===== src/rtl/rda_pkg.sv =====
// Shared types and constants for the recursive-doubling adder result path.
package rda_pkg;

  localparam int unsigned RDA_WIDTH = 32;
  localparam int unsigned RDA_LAT   = 2;
  localparam int unsigned RDA_TAG_W = 8;

  typedef logic [RDA_TAG_W-1:0] rda_tag_t;

  typedef struct packed {
    logic [RDA_WIDTH-1:0] sum;
    logic                 cout;
    logic                 zero;
    logic                 ovf;
    rda_tag_t             tag;
  } rda_result_t;

  typedef struct packed {
    logic     v;
    logic     a_msb;
    logic     b_msb;
    rda_tag_t tag;
  } rda_track_t;

  // Two's-complement overflow: like-signed operands produced an opposite-signed sum.
  function automatic logic signed_ovf(logic a_msb, logic b_msb, logic sum_msb);
    return (a_msb == b_msb) && (sum_msb != a_msb);
  endfunction

endpackage


===== src/rtl/rda_result_queue_if.sv =====
// Operand-issue, adder-return and result handshake signals of the RDA result queue.
interface rda_result_queue_if #(
  parameter int unsigned WIDTH = 32
);

  logic             op_valid;
  logic             op_ready;
  logic             op_a_msb;
  logic             op_b_msb;
  logic             op_fire;
  logic [WIDTH-1:0] sum_in;
  logic             cout_in;
  logic             out_valid;
  logic             out_ready;
  logic [WIDTH-1:0] out_sum;
  logic             out_cout;
  logic             out_zero;
  logic             out_ovf;
  logic [7:0]       out_tag;

  // Environment side: operand source, adder datapath and result consumer.
  modport master (
    output op_valid, op_a_msb, op_b_msb, sum_in, cout_in, out_ready,
    input  op_ready, op_fire, out_valid, out_sum, out_cout, out_zero, out_ovf, out_tag
  );

  // Queue side.
  modport slave (
    input  op_valid, op_a_msb, op_b_msb, sum_in, cout_in, out_ready,
    output op_ready, op_fire, out_valid, out_sum, out_cout, out_zero, out_ovf, out_tag
  );

endinterface


===== src/rtl/rda_sync_fifo.sv =====
// DEPTH-entry synchronous FIFO of adder results; read data is the head, or the
// last popped entry while empty.
module rda_sync_fifo
  import rda_pkg::*;
#(
  parameter int unsigned DEPTH = 4,
  localparam int unsigned PtrW = $clog2(DEPTH),
  localparam int unsigned CntW = $clog2(DEPTH + 1)
) (
  input  logic            clk,
  input  logic            rst,
  input  logic            wr_en,
  input  rda_result_t     wr_data,
  input  logic            rd_en,
  output rda_result_t     rd_data,
  output logic [CntW-1:0] count,
  output logic            empty,
  output logic            full
);

  rda_result_t     mem_q [DEPTH];
  rda_result_t     last_q;
  logic [PtrW-1:0] wr_ptr_q;
  logic [PtrW-1:0] rd_ptr_q;
  logic [CntW-1:0] count_q;
  logic            do_rd;

  assign empty = (count_q == '0);
  assign full  = (count_q == CntW'(DEPTH));
  assign count = count_q;
  assign do_rd = rd_en && !empty;

  // DEPTH is a power of two, so the pointers wrap by plain overflow.
  always_ff @(posedge clk) begin
    if (rst) begin
      wr_ptr_q <= '0;
      rd_ptr_q <= '0;
      count_q  <= '0;
      last_q   <= '0;
    end else begin
      if (wr_en) begin
        wr_ptr_q <= wr_ptr_q + 1'b1;
      end
      if (do_rd) begin
        rd_ptr_q <= rd_ptr_q + 1'b1;
        last_q   <= mem_q[rd_ptr_q];
      end
      if (wr_en && !do_rd) begin
        count_q <= count_q + 1'b1;
      end else if (!wr_en && do_rd) begin
        count_q <= count_q - 1'b1;
      end
    end
  end

  // When full, a simultaneous pop frees the head slot that the new tail entry reuses.
  always_ff @(posedge clk) begin
    if (wr_en) begin
      mem_q[wr_ptr_q] <= wr_data;
    end
  end

  assign rd_data = empty ? last_q : mem_q[rd_ptr_q];

endmodule


===== src/rtl/rda_result_queue.sv =====
// Credit-based issue tracker and result FIFO behind the pipelined RDA; WIDTH must
// equal RDA_WIDTH since the stored result type is fixed in the package.
module rda_result_queue
  import rda_pkg::*;
#(
  parameter int unsigned WIDTH = RDA_WIDTH,
  parameter int unsigned LAT   = RDA_LAT,
  parameter int unsigned DEPTH = 4,
  localparam int unsigned InfW = $clog2(LAT + 1),
  localparam int unsigned CntW = $clog2(DEPTH + 1)
) (
  input  logic                 clk,
  input  logic                 rst,
  rda_result_queue_if.slave    bus,
  output logic [InfW-1:0]      inflight,
  output logic [CntW-1:0]      count
);

  rda_track_t      track_q [LAT];
  rda_track_t      push;
  rda_track_t      tail;
  rda_tag_t        tag_q;
  logic [InfW-1:0] inflight_q;
  logic [31:0]     occupancy;
  logic            issue_fire;
  logic            capture;
  logic            pop;
  logic            fifo_empty;
  logic            fifo_full;
  rda_result_t     wr_data;
  rda_result_t     rd_data;

  // Credit depends only on registered state, so every add in flight owns a FIFO slot.
  assign occupancy    = 32'(count) + 32'(inflight_q);
  assign bus.op_ready = (occupancy < DEPTH);
  assign issue_fire   = bus.op_valid && bus.op_ready;
  assign bus.op_fire  = issue_fire;

  always_comb begin
    push = '0;
    if (issue_fire) begin
      push.v     = 1'b1;
      push.a_msb = bus.op_a_msb;
      push.b_msb = bus.op_b_msb;
      push.tag   = tag_q;
    end
  end

  always_ff @(posedge clk) begin
    if (rst) begin
      for (int i = 0; i < LAT; i++) begin
        track_q[i] <= '0;
      end
      tag_q      <= '0;
      inflight_q <= '0;
    end else begin
      track_q[0] <= push;
      for (int i = 1; i < LAT; i++) begin
        track_q[i] <= track_q[i-1];
      end
      if (issue_fire) begin
        tag_q <= tag_q + 1'b1;
      end
      if (issue_fire && !capture) begin
        inflight_q <= inflight_q + 1'b1;
      end else if (!issue_fire && capture) begin
        inflight_q <= inflight_q - 1'b1;
      end
    end
  end

  // The tail entry lines up with the adder's sum output LAT edges after issue.
  assign tail    = track_q[LAT-1];
  assign capture = tail.v;

  always_comb begin
    wr_data      = '0;
    wr_data.sum  = bus.sum_in;
    wr_data.cout = bus.cout_in;
    wr_data.zero = ~|bus.sum_in;
    wr_data.ovf  = signed_ovf(tail.a_msb, tail.b_msb, bus.sum_in[WIDTH-1]);
    wr_data.tag  = tail.tag;
  end

  assign pop = bus.out_valid && bus.out_ready;

  rda_sync_fifo #(
    .DEPTH (DEPTH)
  ) u_fifo (
    .clk     (clk),
    .rst     (rst),
    .wr_en   (capture),
    .wr_data (wr_data),
    .rd_en   (pop),
    .rd_data (rd_data),
    .count   (count),
    .empty   (fifo_empty),
    .full    (fifo_full)
  );

  assign inflight      = inflight_q;
  assign bus.out_valid = !fifo_empty;
  assign bus.out_sum   = rd_data.sum;
  assign bus.out_cout  = rd_data.cout;
  assign bus.out_zero  = rd_data.zero;
  assign bus.out_ovf   = rd_data.ovf;
  assign bus.out_tag   = rd_data.tag;

  no_fifo_overflow: assert property (@(posedge clk) disable iff (rst)
    !(capture && fifo_full && !pop));

endmodule


===== src/flat_wrapper.sv =====
// flat-port wrapper written by rule: the top's interface ports become plain ports
module rda_result_queue_flat import rda_pkg::*;
#(
  parameter int unsigned WIDTH = RDA_WIDTH,
  parameter int unsigned LAT   = RDA_LAT,
  parameter int unsigned DEPTH = 4,
  localparam int unsigned InfW = $clog2(LAT + 1),
  localparam int unsigned CntW = $clog2(DEPTH + 1)
)
  (clk, rst, inflight, count, bus_op_valid, bus_op_a_msb, bus_op_b_msb, bus_sum_in, bus_cout_in, bus_out_ready, bus_op_ready, bus_op_fire, bus_out_valid, bus_out_sum, bus_out_cout, bus_out_zero, bus_out_ovf, bus_out_tag);
  rda_result_queue_if #(.WIDTH(WIDTH)) bus_i ();
  input  logic clk;
  input  logic rst;
  output logic [InfW-1:0] inflight;
  output logic [CntW-1:0] count;
  input wire logic [$bits(bus_i.op_valid)-1:0] bus_op_valid;
  input wire logic [$bits(bus_i.op_a_msb)-1:0] bus_op_a_msb;
  input wire logic [$bits(bus_i.op_b_msb)-1:0] bus_op_b_msb;
  input wire logic [$bits(bus_i.sum_in)-1:0] bus_sum_in;
  input wire logic [$bits(bus_i.cout_in)-1:0] bus_cout_in;
  input wire logic [$bits(bus_i.out_ready)-1:0] bus_out_ready;
  output wire logic [$bits(bus_i.op_ready)-1:0] bus_op_ready;
  output wire logic [$bits(bus_i.op_fire)-1:0] bus_op_fire;
  output wire logic [$bits(bus_i.out_valid)-1:0] bus_out_valid;
  output wire logic [$bits(bus_i.out_sum)-1:0] bus_out_sum;
  output wire logic [$bits(bus_i.out_cout)-1:0] bus_out_cout;
  output wire logic [$bits(bus_i.out_zero)-1:0] bus_out_zero;
  output wire logic [$bits(bus_i.out_ovf)-1:0] bus_out_ovf;
  output wire logic [$bits(bus_i.out_tag)-1:0] bus_out_tag;
  assign bus_i.op_valid = bus_op_valid;
  assign bus_i.op_a_msb = bus_op_a_msb;
  assign bus_i.op_b_msb = bus_op_b_msb;
  assign bus_i.sum_in = bus_sum_in;
  assign bus_i.cout_in = bus_cout_in;
  assign bus_i.out_ready = bus_out_ready;
  assign bus_op_ready = bus_i.op_ready;
  assign bus_op_fire = bus_i.op_fire;
  assign bus_out_valid = bus_i.out_valid;
  assign bus_out_sum = bus_i.out_sum;
  assign bus_out_cout = bus_i.out_cout;
  assign bus_out_zero = bus_i.out_zero;
  assign bus_out_ovf = bus_i.out_ovf;
  assign bus_out_tag = bus_i.out_tag;
  rda_result_queue #(.WIDTH(WIDTH), .LAT(LAT), .DEPTH(DEPTH)) u_core (.clk(clk), .rst(rst), .bus(bus_i), .inflight(inflight), .count(count));
endmodule

===== config.mk =====
export PLATFORM = sky130hd
export DESIGN_NAME = rda_result_queue_flat
export DESIGN_NICKNAME = d
export VERILOG_FILES = /design/src/rtl/rda_pkg.sv /design/src/rtl/rda_result_queue_if.sv /design/src/rtl/rda_sync_fifo.sv /design/src/rtl/rda_result_queue.sv /design/src/flat_wrapper.sv
export SDC_FILE = /design/constraint.sdc
export NUM_CORES = 1
export LEC_CHECK = 0
export CAP_MARGIN = 20
export CORE_MARGIN = 3
export CORE_UTILIZATION = 37
export DETAILED_ROUTE_END_ITERATION = 7
export PLACE_DENSITY_LB_ADDON = 0.12
export SLEW_MARGIN = 10
export SYNTH_ARGS = -nofsm -noshare
export SYNTH_HDL_FRONTEND = slang
export SYNTH_SLANG_ARGS = --single-unit

===== constraint.sdc =====
create_clock -name clk -period 2.6 [get_ports clk]
set_input_delay 0.52 -clock clk [delete_from_list [all_inputs] [get_ports clk]]
set_output_delay 0.52 -clock clk [all_outputs]
set_load 0.005 [all_outputs]

# Yosys cells after proc, flatten, opt, wreduce, memory -nomap -nowiden
# Memories as Yosys holds them, arrays and structs flattened. A register that Yosys moved wholly into a read port is not among the register bits.
# Index checks and enable logic that the tools add are counted.
[word_totals] reg_bits=60 ram_bits=194 output_inout_bits=51 word_cells=57 n_memories=2
[classes] add_sub_neg=8 magnitude_cmp=1 n_eq_ne=2 muxes=15 n_bitwise=2 n_reduce_logical=17
[mem_list] name="u_core.u_fifo.mem_q" words=4 word_bits=43 read_ports=1 rd_ports_with_merged_regs=1 write_ports=1 line_no="rda_sync_fifo.sv:21" rtl="rda_result_t mem_q [DEPTH];"
[mem_list] name="u_core.track_q" words=2 word_bits=11 read_ports=2 rd_ports_with_merged_regs=0 write_ports=2 line_no="rda_result_queue.sv:19" rtl="rda_track_t track_q [LAT];"
[op_table] operator="43-bit two-way mux" n=1
[op_table] operator="11-bit two-way mux" n=3
[op_table] operator="32-bit by 3-bit < comparator with 1-bit output, second input constant" n=1
[op_table] operator="32-bit OR reduction" n=1
[op_table] operator="8-bit by 1-bit adder with 8-bit output, second input constant" n=1
[op_table] operator="1-bit logical AND" n=8
[op_table] operator="2-bit two-way mux" n=4
[op_table] operator="2-bit by 1-bit adder with 2-bit output, second input constant" n=3
[op_table] operator="3-bit two-way mux" n=2
[op_table] operator="1-bit zero test" n=5
[op_table] operator="1-bit two-way mux" n=5
[op_table] operator="3-bit by 2-bit adder with 4-bit output" n=1
[op_table] operator="2-bit nonzero test" n=2
[op_table] operator="3-bit by 1-bit adder with 3-bit output, second input constant" n=1
[op_table] operator="3-bit zero test" n=1
[op_table] operator="3-bit by 1-bit subtractor with 3-bit output, second input constant" n=1
[op_table] operator="1-bit OR" n=2
[op_table] operator="2-bit by 1-bit subtractor with 2-bit output, second input constant" n=1
[op_table] operator="1-bit == test" n=1
[op_table] operator="1-bit inequality test" n=1

# Depth between registers and ports, before layout
# Gate-level depths: netlist (run 1).
[depth] ltp_word=7 mapped_depth=10 ltp_nobuf=8

# Modules after synthesis
# From an unflattened synthesis (run 1), not the netlist that was laid out.
[hier_totals] cells_unflattened=535 hier_area_um2=9705.6
[by_module_without_submodules] mod="rda_sync_fifo" instances=1 cells_each=413 area_each_um2=8500.7 seq_area_each_um2=6206.0
[by_module_without_submodules] mod="rda_result_queue" instances=1 cells_each=122 area_each_um2=1204.9 seq_area_each_um2=640.6

# Least setup slack after synthesis (run 1)
# Ideal clock, no wire load.
[synth_path] kind="register to register" from="register u_core.u_fifo.count_q[0], in the netlist u_core.u_fifo.count[0]" to="register u_core.u_fifo.count_q[2], in the netlist u_core.u_fifo.count[2]" arrival_time_ps=2267 t_required_ps=2530 slack_ps=263 stages_incl_launch_ff=11 period_less_slack_ps=2337 cell_sequence="dfxtp_1 o31a_1 buf_2 inv_2 buf_2 ha_1 inv_1 fa_1 xor2_1 or3_1 a21oi_1"
[synth_via] elab_chain_len=7
[synth_lines] item="start: declaration" line_no="rda_sync_fifo.sv:25" rtl="logic [CntW-1:0] count_q;"
[synth_lines] item="start signal: assignment" line_no="rda_sync_fifo.sv:49" rtl="count_q <= count_q + 1'b1;"
[synth_lines] item="start signal: assignment" line_no="rda_sync_fifo.sv:51" rtl="count_q <= count_q - 1'b1;"
[synth_lines] item="parallel branches: the longest is 7 deep, another holds 3-bit by 1-bit subtractor with 3-bit output"
# Parallel ways; which one is timed is not known. The select of a mux whose other input is x is not followed.
# A chain may end at the register's enable or synchronous reset.

==> flow_metrics.tcl, run 1 <==
set metrics [dict create \
    leakage_nw 4.41 \
    cp-end-kind "output port" \
    fin_area_um2 12600 \
    core_area_um2 25600 \
    synth-seq-area-share 0.699 \
    dpl_cell_area_um2 11200 \
    drc 0 \
    min_period_ps 2700 \
    synth_edf_count 172 \
    clockBufferDepth 3 \
    ys.flop_type "edfxtp_1" \
    drt_iter0_markers 343 \
    fin_crit_sh 1.04 \
    synth_area_leaders "edfxtp_1 53%, dfxtp_1 17%, mux4_2 9.9%, mux2_2 5.4%, nand2_1 3.4%" \
    drt_pass1_iterations 5 \
    ant_nets 0 \
    drv_cap 0 \
    pwr-share-comb 0.396 \
    pwr-share-clk 0.270 \
    path_class "reg -> out" \
    seq_area_um2 6860 \
    layout-drive-gt1-share 0.295 \
    hold_violations 0 \
    globalplace.congestion 0.788 \
    synth_top_family_by_area "multiplexers" \
    slew_viol_final 0 \
    finClkSkew_ps 11.5 \
    layout_commonest_cell "edfxtp_1" \
    synth.yosys.warnings 0 \
    violations "negative setup slack" \
    multiInputGateArea_um2 2950 \
    p_sw_frac 0.285 \
    worstSetupStartpointType "flip-flop" \
    ir_worst_vdd_uv 710 \
    critPathRequiredTime_ps 2080 \
    start_util 0.382 \
    cts.sinks 256 \
    hold_path_startpoint "rst" \
    yosysUniqueCellTypes 34 \
    routedWlPerCell_um 20.1 \
    cts_made_buffers 27 \
    cts_max_level 1 \
    synth_fa_ha_area_frac 0.0123 \
    cpMaxStageDelayCell "mux4_2" \
    reg2reg_from "u_core.u_fifo.count[0]$_SDFFE_PP0P_" \
    synth_area_um2 9790 \
    area_growth_pct 29.0 \
    pre_cts_slack_ps 74.4 \
    rows 58 \
    grt_pass1_vias 6006 \
    cp_cell_sequence "buf_12 -> buf_12 -> buf_12 -> mux4_2 -> mux2_4 -> buf_6" \
    antenna_found_initial 0 \
    hold_buffers 0 \
    synth_nets 675 \
    routed_via_density 5.11 \
    numPortBuffers 89 \
    ys_ff_latch 256 \
    grt_pass1_wl_mm 34.4 \
    tritoncts "yes" \
    synth_xor_xnor_area_share 0.00537 \
    switchingPower_mw 4.18 \
    slowest_delay_ps 520 \
    die_x_um 169 \
    intPower_mw 10.5 \
    tightest_slew_ps 630 \
    n_antenna_cell 0 \
    grt_setup_unrepaired "true" \
    crit_family "multiplexers" \
    yosys.area.top_type "edfxtp_1" \
    grt_max_degree 45 \
    grt_usage 0.156 \
    clock_latency_ps 530 \
    hold_class "in -> reg" \
    die_y_um 169 \
    outcome "finished with violations" \
    vias 5601 \
    fin_ws_ps -104 \
    async_flop_share 0 \
    setup-violations-final 30 \
    cp_common_cell "buf_12" \
    power_density_nw_per_um2 1160 \
    muxShareOfSynthArea 0.155 \
    ios 90 \
    dpl.hpwl_mm 12.1 \
    fmax_ghz 0.370 \
    synth_top_area_share 0.528 \
    worst-path-buf-inv 4 \
    syn_area_per_cell_um2 15.6 \
    nets 793 \
    netlist_instances 627 \
    clk_pin_slew_ps 60 \
    layout_common_cells "172 x edfxtp_1, 89 x nand2_1, 80 x dfxtp_1, 50 x a21oi_1, 44 x buf_6" \
    nFillCells 2179 \
    path_max_fanout 5 \
    power_frac_seq 0.335 \
    grt-ovfl-total 0 \
    dieArea_um2 28400 \
    slew_headroom 0.580 \
    crit_arrival_ps 2180 \
    cts_root_buf "clkbuf_16" \
    synth_compound_area_frac 0.0311 \
    synthSimpleGateAreaFrac 0.0789 \
    wl_mm 22.0 \
]
## flip-flops by register name (all words and copies together), names as in the netlist, named ones only
| register | count |
|---|---|
| u_core.tag_q | 8 |
| u_core.inflight | 2 |
| u_core.u_fifo.last_q | 43 |
| u_core.u_fifo.count | 3 |
| u_core.track_q | 22 |
| u_core.u_fifo.rd_ptr_q | 2 |
| u_core.u_fifo.mem_q | 172 |
| u_core.u_fifo.wr_ptr_q | 2 |
## routing by layer
metal | track usage | up-vias | routed length, µm
met5 | 0 | - | 0
met4 | 0.0391 | 0 | 398
met3 | 0.0285 | 26 | 997
met2 | 0.280 | 118 | 11300
met1 | 0.197 | 2871 | 9270
li1 | - | 2586 | -
## Yosys cell counts, drive strengths merged, types with 2 or more instances
master  instances
mux2i           2
or3b            2
clkbuf         16
dfxtp          84
nand2          89
and2           14
xor2            4
nor4           11
mux4           43
a21oi          50
o31ai           2
inv             7
nand4           4
ha              8
or4             2
o21ai           6
buf            19
mux2           47
nor2           14
nor3            3
or3             4
edfxtp        172
nand3           2
nor2b          15
xnor2           2
## layout make-up
| cell class | instances | share of cell area |
|---|---|---|
| clock buffers | 36 | 0.0594 |
| clock inverters | 14 | 0.0138 |
| inverters | 7 | 0.00208 |
| multi-input cells | 329 | 0.234 |
| flip-flops and latches | 256 | 0.543 |
| well taps | 330 | 0.0327 |
| repair buffers | 124 | 0.115 |
## worst paths after layout
check                                   endpoint  slack [ps]  depth (start not counted)
max                              bus_out_sum[25]        -100                          6
min             u_core.track_q[0][14]$_SDFF_PP0_         340                          2
max reg2reg  u_core.u_fifo.count[2]$_SDFFE_PP0P_         370                          9
min reg2reg     u_core.track_q[0][14]$_SDFF_PP0_         430                          1
## metrics by stage
| stage | std cells | TNS, ps | total power, mW | hold slack [ps] | util |
|---|---|---|---|---|---|
| final | 1096 | -1100 | 14.6 | 336 | 0.493 |
| after global placement | 1030 | 0 | 9.57 | 420 | 0.438 |
| after floorplan | 627 | 0 | 7.38 | 414 | - |
| after CTS | 1097 | -3420 | 14.9 | 312 | 0.494 |
| after global routing | 1096 | -3870 | 15.4 | 354 | 0.493 |
| after detailed placement | 1030 | 0 | 9.65 | 420 | 0.438 |
## what timing repair did
| item | CTS | global route |
|---|---|---|
| gates resized for setup | 268 | 6 |
| pin swaps | 1 | 0 |
| endpoints found under the setup margin | 45 | 44 |
| setup buffers | 12 | 2 |
| cloned | 5 | 0 |
## power groups by stage
stage                     registers, mW  clock network (mW)  logic [mW]
after floorplan                    4.90                   0        2.48
after global placement             4.94                   0        4.63
after detailed placement           4.96                   0        4.68
after CTS                          4.90                4.06        5.96
after global routing               4.94                4.24        6.23
final                              4.90                3.95        5.79
## cell families (layout without fill, tap and decap cells)
logic type / count (synthesis) / count (layout)
AOI/OAI and AO/OA: 59 / 59
xor gates and xnor gates: 6 / 6
adders and majority gates: 9 / 9
buffers and inverters: 42 / 181
DFF: 256 / 256
muxes: 92 / 92
and+or+nand+nor: 163 / 163
Power figures use the tool's default switching activity.
==> run 2: changes to the inputs <==
Clock period 2.6 ns to 2.7 ns, I/O delays scaled along.
==> run 2 against run 1 <==
Net effect: the flow still finishes with violations (negative setup slack); sequential share of layout area rose by 0.91 points; register-to-register slack better by 200 ps; via count down 0.48%; hold slack worse by 57 ps; global-route usage about the same; largest cell class unchanged; power shrank 7.2%; count of clock-buffer cells in the layout up 5.
==> flow_metrics.tcl, run 2 (synthesis results as in run 1) <==
set metrics [dict create \
    outcome "finished with violations" \
    violations "negative setup slack" \
    start_util 0.382 \
    critPathRequiredTime_ps 2160 \
    clk_pin_slew_ps 60 \
    hold_violations 0 \
    power_frac_seq 0.347 \
    cpMaxStageDelayCell "mux4_2" \
    path_class "reg -> out" \
    drt_iter0_markers 309 \
    nets 793 \
    hold_slack_ps 279 \
    holdPathStages 2 \
    fin_crit_sh 1.00 \
    grt_usage 0.156 \
    cts.sinks 256 \
    layout_common_cells "172 x edfxtp_1, 89 x nand2_1, 80 x dfxtp_1, 50 x a21oi_1" \
    grt_pass1_vias 5912 \
    path_max_fanout 6 \
    fmax_ghz 0.369 \
    cts_root_buf "clkbuf_16" \
    cp_cell_sequence "buf_12 -> buf_16 -> buf_12 -> mux4_2 -> mux2_4 -> buf_6" \
    fin_ws_ps -13.3 \
    antenna_found_initial 0 \
    clock_latency_ps 530 \
    power_density_nw_per_um2 1090 \
    pwr-share-clk 0.260 \
    die_y_um 169 \
    dieArea_um2 28400 \
    core_area_um2 25600 \
    wl_mm 22.3 \
    routed_via_density 5.08 \
    whs_endpoint "u_core.track_q[0][10]$_SDFF_PP0_" \
    cp_common_cell "buf_12" \
    tightest_slew_ps 657 \
    intPower_mw 9.62 \
    clockBufferDepth 3 \
    pwr-share-comb 0.393 \
    layout_commonest_cell "edfxtp_1" \
    largest_register_ffs 172 \
    hold_buffers 0 \
    tritoncts "yes" \
    dp_cells 1032 \
    slew_viol_final 0 \
    grt-ovfl-total 0 \
    reg2reg_from "u_core.u_fifo.count[2]$_SDFFE_PP0P_" \
    leakage_nw 4.36 \
    hold_path_startpoint "rst" \
    drt_pass1_iterations 4 \
    n_antenna_cell 0 \
    setup_tns_ps -13.3 \
    power_mw 13.6 \
    worstSetupStartpointType "flip-flop" \
    top_register "u_core.u_fifo.mem_q" \
    layout-drive-gt1-share 0.289 \
    cts_made_buffers 28 \
    grt_max_degree 77 \
    finClkSkew_ps 10.0 \
    area_growth_pct 26.8 \
    slowest_delay_ps 500 \
    rrSetupSlack_ps 570 \
    ir_worst_vdd_uv 610 \
    rows 58 \
    grt_pass1_wl_mm 34.4 \
    ios 90 \
    fin_cells 1097 \
    globalplace.congestion 0.781 \
    routedWlPerCell_um 20.3 \
    cp-end-kind "output port" \
    drv_cap 0 \
    vias 5574 \
    switchingPower_mw 3.96 \
    hold_class "in -> reg" \
    drc 0 \
    dpl.hpwl_mm 12.5 \
    r2r_cells 8 \
    min_period_ps 2710 \
    crit_arrival_ps 2170 \
    r2r_end "u_core.u_fifo.count[2]$_SDFFE_PP0P_" \
    die_x_um 169 \
    grt_setup_unrepaired "true" \
    reg.largest.list "u_core.u_fifo.mem_q: 172 flops, u_core.u_fifo.last_q: 43 flops, u_core.track_q: 22 flops" \
    ant_nets 0 \
    p_sw_frac 0.291 \
    slew_headroom 0.562 \
    numPortBuffers 89 \
    setup-violations-final 1 \
    cts_max_level 1 \
]
[run 2: changes by cell type in the layout (fill, tap and decap cells not counted), moves of 2 or more]
cell	previous run	this run
buf_4	13	18
buf_2	3	16
buf_12	15	10
buf_6	44	28
clkbuf_16	27	29
bufinv_16	4	0
clkinv_1	2	4
clkbuf_1	5	8
[run 2: timing repair]
action / 4_1_cts / 5_1_grt
pin swaps: 1 / 0
gates cloned: 6 / 0
setup buffers: 9 / 2
setup endpoints to repair: 45 / 39
resized for setup: 242 / 16
[run 2: metrics by stage]
stage | utilization | cell area (µm²) | worst slack, ps
after floorplan | - | 9790 | 363
after global placement | 0.436 | 11200 | 105
after detailed placement | 0.436 | 11200 | 79.7
after CTS | 0.485 | 12400 | -74.6
after global routing | 0.485 | 12400 | -74.4
final | 0.485 | 12400 | -13.3
[run 2: layout make-up]
cell class,count,area [µm²]
Clock inverter,11,53.8
Multi-Input combinational cell,329,2940
Timing Repair Buffer,123,1310
Tap cell,330,413
Inverter,7,26.3
Clock buffer,41,811
Fill cell,2189,13200
Sequential cell,256,6860
[run 2: routing by layer]
metal / wire length (µm) / part of all wire / up-vias / GRT usage
met5: 0 / 0 / - / 0
met4: 388 / 0.017 / 0 / 0.0391
met3: 1240 / 0.056 / 31 / 0.0336
met2: 11100 / 0.50 / 135 / 0.273
met1: 9510 / 0.43 / 2821 / 0.198
li1: - / - / 2587 / -
[run 2: how the worst max path moves through the flow]
stage,from,endpoint,slack (ps),cells past startpoint
floorplan,u_core.u_fifo.count[0]$_SDFFE_PP0P_,u_core.u_fifo.count[2]$_SDFFE_PP0P_,360,10
global placement,bus_op_valid,bus_op_fire,100,4
detailed placement,bus_op_valid,bus_op_fire,80,4
CTS,flip-flop,bus_out_sum[28],-70,6
global route,flip-flop,bus_out_sum[5],-70,6
finish,flip-flop,bus_out_sum[5],-10,6
[run 2: worst max-delay path, delay by kind of cell (launching register included)]
| family | cells | cell delay, ps |
|---|---|---|
| muxes | 2 | 790 |
| buffers and inverters | 4 | 480 |
| DFF | 1 | 380 |
[run 2: power groups by stage]
stage	Combinational, mW	Sequential, mW	Clock [mW]
floorplan	2.39	4.71	0
global placement	4.42	4.76	0
detailed placement	4.47	4.79	0
CTS	5.41	4.72	3.63
global route	5.75	4.76	3.81
finish	5.33	4.72	3.53
==> run 3: changes to the inputs <==
Settings changed: SLEW_MARGIN 10 to 40.
==> results of run 3 <==
No change in the layout: final DEF, timing and power equal those of run 2.
